**config.mk**
```make
export PLATFORM = sky130hd
export DESIGN_NAME = store_issue_queue
export DESIGN_NICKNAME = d
export VERILOG_FILES = /design/src/rtl/store_issue_queue.sv
export SDC_FILE = /design/constraint.sdc
export NUM_CORES = 2
export LEC_CHECK = 0
export BUFFER_PORTS_ARGS = -buffer_cell sky130_fd_sc_hd__buf_2
export CORE_ASPECT_RATIO = 0.8
export CORE_MARGIN = 2
export CORE_UTILIZATION = 40
export DETAILED_ROUTE_END_ITERATION = 6
export PLACE_DENSITY = 0.67
export SETUP_SLACK_MARGIN = 0.02
export SYNTH_ARGS = -nofsm -noshare
export SYNTH_HDL_FRONTEND = slang
export SYNTH_SLANG_ARGS = --single-unit
export TNS_END_PERCENT = 30
```
**constraint.sdc**
```tcl
create_clock -name clk_i -period 18.4 [get_ports clk_i]
set_clock_uncertainty 0.1 [all_clocks]
set_input_delay 1.84 -clock clk_i [delete_from_list [all_inputs] [get_ports clk_i]]
set_output_delay 1.84 -clock clk_i [all_outputs]
set_load 0.02 [all_outputs]
```
**src/rtl/store_issue_queue.sv**
```systemverilog
// Committed-store FIFO feeding the write buffer p0 port: dual-slot enqueue,
// single-store wr/ack drain with a one-cycle gap, and a 16-byte-line load probe.
module store_issue_queue #(
   parameter int DEPTH      = 8,
   parameter int IQ_ENTRIES = 8,
   parameter int RENTRIES   = 16,
   parameter int AMSB       = 63
) (
   input  logic                   clk_i,
   input  logic                   rst_i,
   input  logic                   c0_v_i,
   input  logic [IQ_ENTRIES-1:0]  c0_id_i,
   input  logic [RENTRIES-1:0]    c0_rid_i,
   input  logic [15:0]            c0_sel_i,
   input  logic                   c0_wrap_i,
   input  logic [AMSB:0]          c0_adr_i,
   input  logic [63:0]            c0_dat_i,
   input  logic                   c1_v_i,
   input  logic [IQ_ENTRIES-1:0]  c1_id_i,
   input  logic [RENTRIES-1:0]    c1_rid_i,
   input  logic [15:0]            c1_sel_i,
   input  logic                   c1_wrap_i,
   input  logic [AMSB:0]          c1_adr_i,
   input  logic [63:0]            c1_dat_i,
   input  logic                   flush_i,
   output logic                   full_o,
   output logic                   empty_o,
   output logic [$clog2(DEPTH):0] count_o,
   output logic                   wr_o,
   output logic [IQ_ENTRIES-1:0]  id_o,
   output logic [RENTRIES-1:0]    rid_o,
   output logic [15:0]            sel_o,
   output logic                   wrap_o,
   output logic [AMSB:0]          adr_o,
   output logic [63:0]            dat_o,
   input  logic                   ack_i,
   input  logic [AMSB:0]          ld_adr_i,
   output logic                   ld_hit_o
);

   localparam int PW = $clog2(DEPTH);
   localparam int CW = PW + 1;

   typedef struct packed {
      logic [IQ_ENTRIES-1:0] id;
      logic [RENTRIES-1:0]   rid;
      logic [15:0]           sel;
      logic                  wrap;
      logic [AMSB:0]         adr;
      logic [63:0]           dat;
   } entry_t;

   typedef enum logic [1:0] {IDLE, REQ, GAP} state_t;

   entry_t           mem [DEPTH];
   logic [DEPTH-1:0] vld;
   logic [PW-1:0]    rd_ptr, wr_ptr, rd_ptr_inc, wr_ptr_inc;
   logic [CW-1:0]    count;
   state_t           state, state_nxt;
   logic             load, pop, enq_ok;
   logic [1:0]       n_enq;
   logic [DEPTH-1:0] head_mask, set_mask;
   entry_t           c0_e, c1_e, head_q;

   assign c0_e = '{id: c0_id_i, rid: c0_rid_i, sel: c0_sel_i, wrap: c0_wrap_i,
                   adr: c0_adr_i, dat: c0_dat_i};
   assign c1_e = '{id: c1_id_i, rid: c1_rid_i, sel: c1_sel_i, wrap: c1_wrap_i,
                   adr: c1_adr_i, dat: c1_dat_i};

   assign rd_ptr_inc = rd_ptr + 1'b1;
   assign wr_ptr_inc = wr_ptr + 1'b1;
   assign head_mask  = {{(DEPTH-1){1'b0}}, 1'b1} << rd_ptr;

   // A flush cycle or a full queue discards whatever the commit stage offers.
   assign enq_ok = !flush_i && !full_o;
   assign n_enq  = enq_ok ? ({1'b0, c0_v_i} + {1'b0, c1_v_i}) : 2'd0;

   always_comb begin
      // NOTE: every always_comb output gets a default first, so no path leaves it unassigned and infers a latch.
      set_mask = '0;
      if (n_enq == 2'd2)
         set_mask = ({{(DEPTH-1){1'b0}}, 1'b1} << wr_ptr) | ({{(DEPTH-1){1'b0}}, 1'b1} << wr_ptr_inc);
      else if (n_enq == 2'd1)
         set_mask = {{(DEPTH-1){1'b0}}, 1'b1} << wr_ptr;
   end

   always_comb begin
      state_nxt = state;
      load      = 1'b0;
      pop       = 1'b0;
      unique case (state)
         IDLE: if (count != '0 && !flush_i) begin
            load      = 1'b1;
            state_nxt = REQ;
         end
         REQ: if (ack_i) begin
            pop       = 1'b1;
            state_nxt = GAP;
         end
         GAP:     state_nxt = IDLE;
         default: state_nxt = IDLE;
      endcase
   end

   always_ff @(posedge clk_i or negedge rst_i) begin
      // NOTE: sequential state uses non-blocking assignments so every flop samples pre-edge values.
      if (!rst_i) begin
         state  <= IDLE;
         wr_o   <= 1'b0;
         head_q <= '0;
      end else begin
         state <= state_nxt;
         if (load) begin
            wr_o   <= 1'b1;
            head_q <= mem[rd_ptr];
         end else if (pop) begin
            wr_o <= 1'b0;
         end
      end
   end

   always_ff @(posedge clk_i or negedge rst_i) begin
      if (!rst_i) begin
         rd_ptr <= '0;
         wr_ptr <= '0;
         count  <= '0;
         vld    <= '0;
      end else if (flush_i) begin
         // The presented head survives a flush unless it is acked in the same cycle.
         if (state == REQ && !pop) begin
            vld    <= head_mask;
            count  <= CW'(1);
            wr_ptr <= rd_ptr_inc;
         end else if (pop) begin
            vld    <= '0;
            count  <= '0;
            rd_ptr <= rd_ptr_inc;
            wr_ptr <= rd_ptr_inc;
         end else begin
            vld    <= '0;
            count  <= '0;
            wr_ptr <= rd_ptr;
         end
      end else begin
         vld    <= (vld & ~(pop ? head_mask : '0)) | set_mask;
         count  <= count + CW'(n_enq) - CW'(pop);
         wr_ptr <= wr_ptr + PW'(n_enq);
         if (pop) rd_ptr <= rd_ptr_inc;
      end
   end

   // NOTE: the entry storage has no reset; the valid bits alone decide which contents mean anything.
   always_ff @(posedge clk_i) begin
      if (enq_ok) begin
         if (c0_v_i) begin
            mem[wr_ptr] <= c0_e;
            if (c1_v_i) mem[wr_ptr_inc] <= c1_e;
         end else if (c1_v_i) begin
            mem[wr_ptr] <= c1_e;
         end
      end
   end

   always_comb begin
      ld_hit_o = 1'b0;
      for (int i = 0; i < DEPTH; i++)
         if (vld[i] && ((mem[i].adr ^ ld_adr_i) >> 4) == '0) ld_hit_o = 1'b1;
   end

   assign full_o  = (count >= CW'(DEPTH - 1));
   assign empty_o = (count == '0) && (state == IDLE);
   assign count_o = count;
   assign id_o    = head_q.id;
   assign rid_o   = head_q.rid;
   assign sel_o   = head_q.sel;
   assign wrap_o  = head_q.wrap;
   assign adr_o   = head_q.adr;
   assign dat_o   = head_q.dat;

   enq_while_full_a: assert property (@(posedge clk_i) disable iff (!rst_i)
      full_o |-> !(c0_v_i || c1_v_i));

endmodule
```
==> results_dict.tcl <==
set metrics [dict create \
    wirelength_um 315500 \
    grt_pass1_wl_um 437100 \
    row_count 147 \
    post-route-util 0.4509 \
    grt_max_degree 182 \
    rsz0062_at_grt "false" \
    cts_resized 0 \
    wl_per_cell_um 31.43 \
    cts_setup_buffers 0 \
    synthDistinctLibCells 64 \
    fin_cells 10040 \
    clockBufferDepth 3 \
    crit_arrival_ps 5220 \
    multi_input_area_mm2 0.03208 \
    hold_viol 0 \
    globalplace.congestion 1.034 \
    drtIter0Drc 9128 \
    htree_levels 4 \
    ys_seq_area_frac 0.5631 \
    netSwitchingPower_uw 4534 \
    timing.fmax_mhz 139.6 \
    root_buffer "clkbuf_16" \
    syn_area_per_cell_um2 11.43 \
    clk_pin_slew_ps 60 \
    cts_tree "yes" \
    io_pins 585 \
    power.internal_uw 7929 \
    drv_slew 0 \
    fin_crit_ps 7162 \
    yosysWarnings 0 \
    synth_nets 7478 \
    vias 60290 \
    peakVddDrop_uv 116.3 \
    fin_crit_sh 0.3892 \
    synth_top_area_share 0.5041 \
    core-area_mm2 0.2005 \
    synth_flop_cell "edfxtp_1" \
    maxCapViolCount 0 \
    post-route-drc-count 0 \
    power_density_mw_per_mm2 137.9 \
    final_common_cell "nor2_1" \
    dieWidth_um 505.7 \
    dpl.cell_count 9690 \
    clkLatencyLatePin_ps 820 \
    synth_seq_cells 1542 \
    tightest_slew_ps 1329 \
    end_kind "output port" \
    die_area_mm2 0.2050 \
    portBuffers 580 \
    combPwrFrac 0.329 \
    die_h_um 405.4 \
    status "finished clean" \
    synth_top_area_cell "edfxtp_1" \
    cts_hold_buf 0 \
    synth_area_leaders "edfxtp_1, mux4_2, a21oi_1" \
    cts_buffers 166 \
    cp.required_ps 16460 \
    ant_nets 0 \
    fill_cells 18280 \
    syn_to_final_growth_pct 12.24 \
    grt-ovfl-total 0 \
    start_util 0.4018 \
    drive_gt1_frac 0.1881 \
    via_per_inst 6.007 \
    setup_viol 0 \
    register_area_mm2 0.04536 \
    p_seq_frac 0.398 \
    min_path_type "register to register" \
    synth_edf_count 1352 \
    regToRegSetupSlack_ps 12940 \
    clkPwrFrac 0.273 \
    power.share.switching 0.3638 \
    syn_area_mm2 0.08054 \
    final_cell_mix "nor2_1, a21oi_1, edfxtp_1, buf_2, nand2_1" \
    p_leak_uw 0.03207 \
    worstPathMaxFanout 10 \
    grt_pass1_vias 55710 \
    cts_num_sinks 1542 \
    antenna_found_initial 93 \
    relSlewSlack 0.1141 \
    async_flop_share 0.1232 \
    crit_type "input pin to output port" \
    grtUsageTotal 0.3002 \
    firstDrtPassIters 6 \
    nNetsFinal 7609 \
    hpwl_um 205200 \
    cp-start-kind "input pin" \
    setup_tns_ps 0 \
    syn_inst 7045 \
]
## layout make-up
| type | instances | share of cell area |
|---|---|---|
| Timing Repair Buffer | 665 | 0.04136 |
| Clock buffer | 231 | 0.05078 |
| Antenna cell | 38 | 0.001052 |
| Inverter | 86 | 0.003626 |
| Tap cell | 2682 | 0.03712 |
| Multi-Input combinational cell | 4715 | 0.3549 |
| Clock inverter | 78 | 0.009342 |
| Sequential cell | 1542 | 0.5018 |
## state kept, by name, summed over array words and instances (netlist names)
name	flops
adr_o	64
count_o	4
dat_o	64
id_o	8
mem	1352
rd_ptr	3
rid_o	16
sel_o	16
state	2
vld	8
wr_o	1
wr_ptr	3
wrap_o	1
## critical path, cell delays in order
cell,delay (ps)
buf_2,240
xnor2_1,620
nand4_1,450
nor4_1,930
nand4_1,210
o22ai_1,280
or4_1,390
buf_2,250
## synth_stat cells, types with 110 or more instances
cell type and count:
dfrtp_1 190, edfxtp_1 1352, a21oi_1 1361, nand2_1 358, nor2_1 1537, clkbuf_1 407
xor2_1 111, mux2i_4 110, xnor2_1 244, buf_2 186, mux4_2 338, a31oi_1 170
## worst paths after layout
check	startpoint	to	cells past startpoint
max	ld_adr_i[39]	ld_hit_o	8
min	wr_o	wr_o	1
max reg2reg	count_o[3]	mem[0][109]	9
min reg2reg	wr_o	wr_o	1
max in group asynchronous	rst_i	adr_o[44]	3
min in group asynchronous	rst_i	adr_o[16]	1
## power by group through the flow
| stage | combinational, uW | clock (uW) | sequential (uW) |
|---|---|---|---|
| 4_1_cts | 4100 | 3440 | 4960 |
| 2_1_floorplan | 2520 | 0 | 5220 |
| 6_report | 4100 | 3400 | 4960 |
| 3_3_place_gp | 4050 | 0 | 5000 |
| 3_5_place_dp | 4090 | 0 | 5030 |
| 5_1_grt | 4340 | 3560 | 5000 |
## routing by layer
layer,GRT usage,routed length [um]
met1,0.4032,119800
met2,0.4693,145300
met3,0.07431,36480
met4,0.1163,13460
met5,0,415
## kinds of logic after synthesis
family / count (synthesis) / synth area share
AOI/OAI and AO/OA: 1675 / 0.1119
xor gates and xnor gates: 355 / 0.03860
adders and majority gates: 25 / 0.004070
buffers and inverters: 788 / 0.04073
DFF: 1542 / 0.5631
muxes: 509 / 0.1328
and+or+nand+nor: 2151 / 0.1088
## stage by stage
step	hold slack, ps	setup WS (ps)	cell area [um^2]	total power [uW]
floorplan	358.6	2336	80540	7746
global placement	369.9	11300	84870	9057
detailed placement	364.5	11410	84870	9118
CTS	385.8	11400	90310	12490
global route	405.2	11360	90380	12910
finish	380.1	11240	90400	12460
Power figures use the tool's default switching activity.
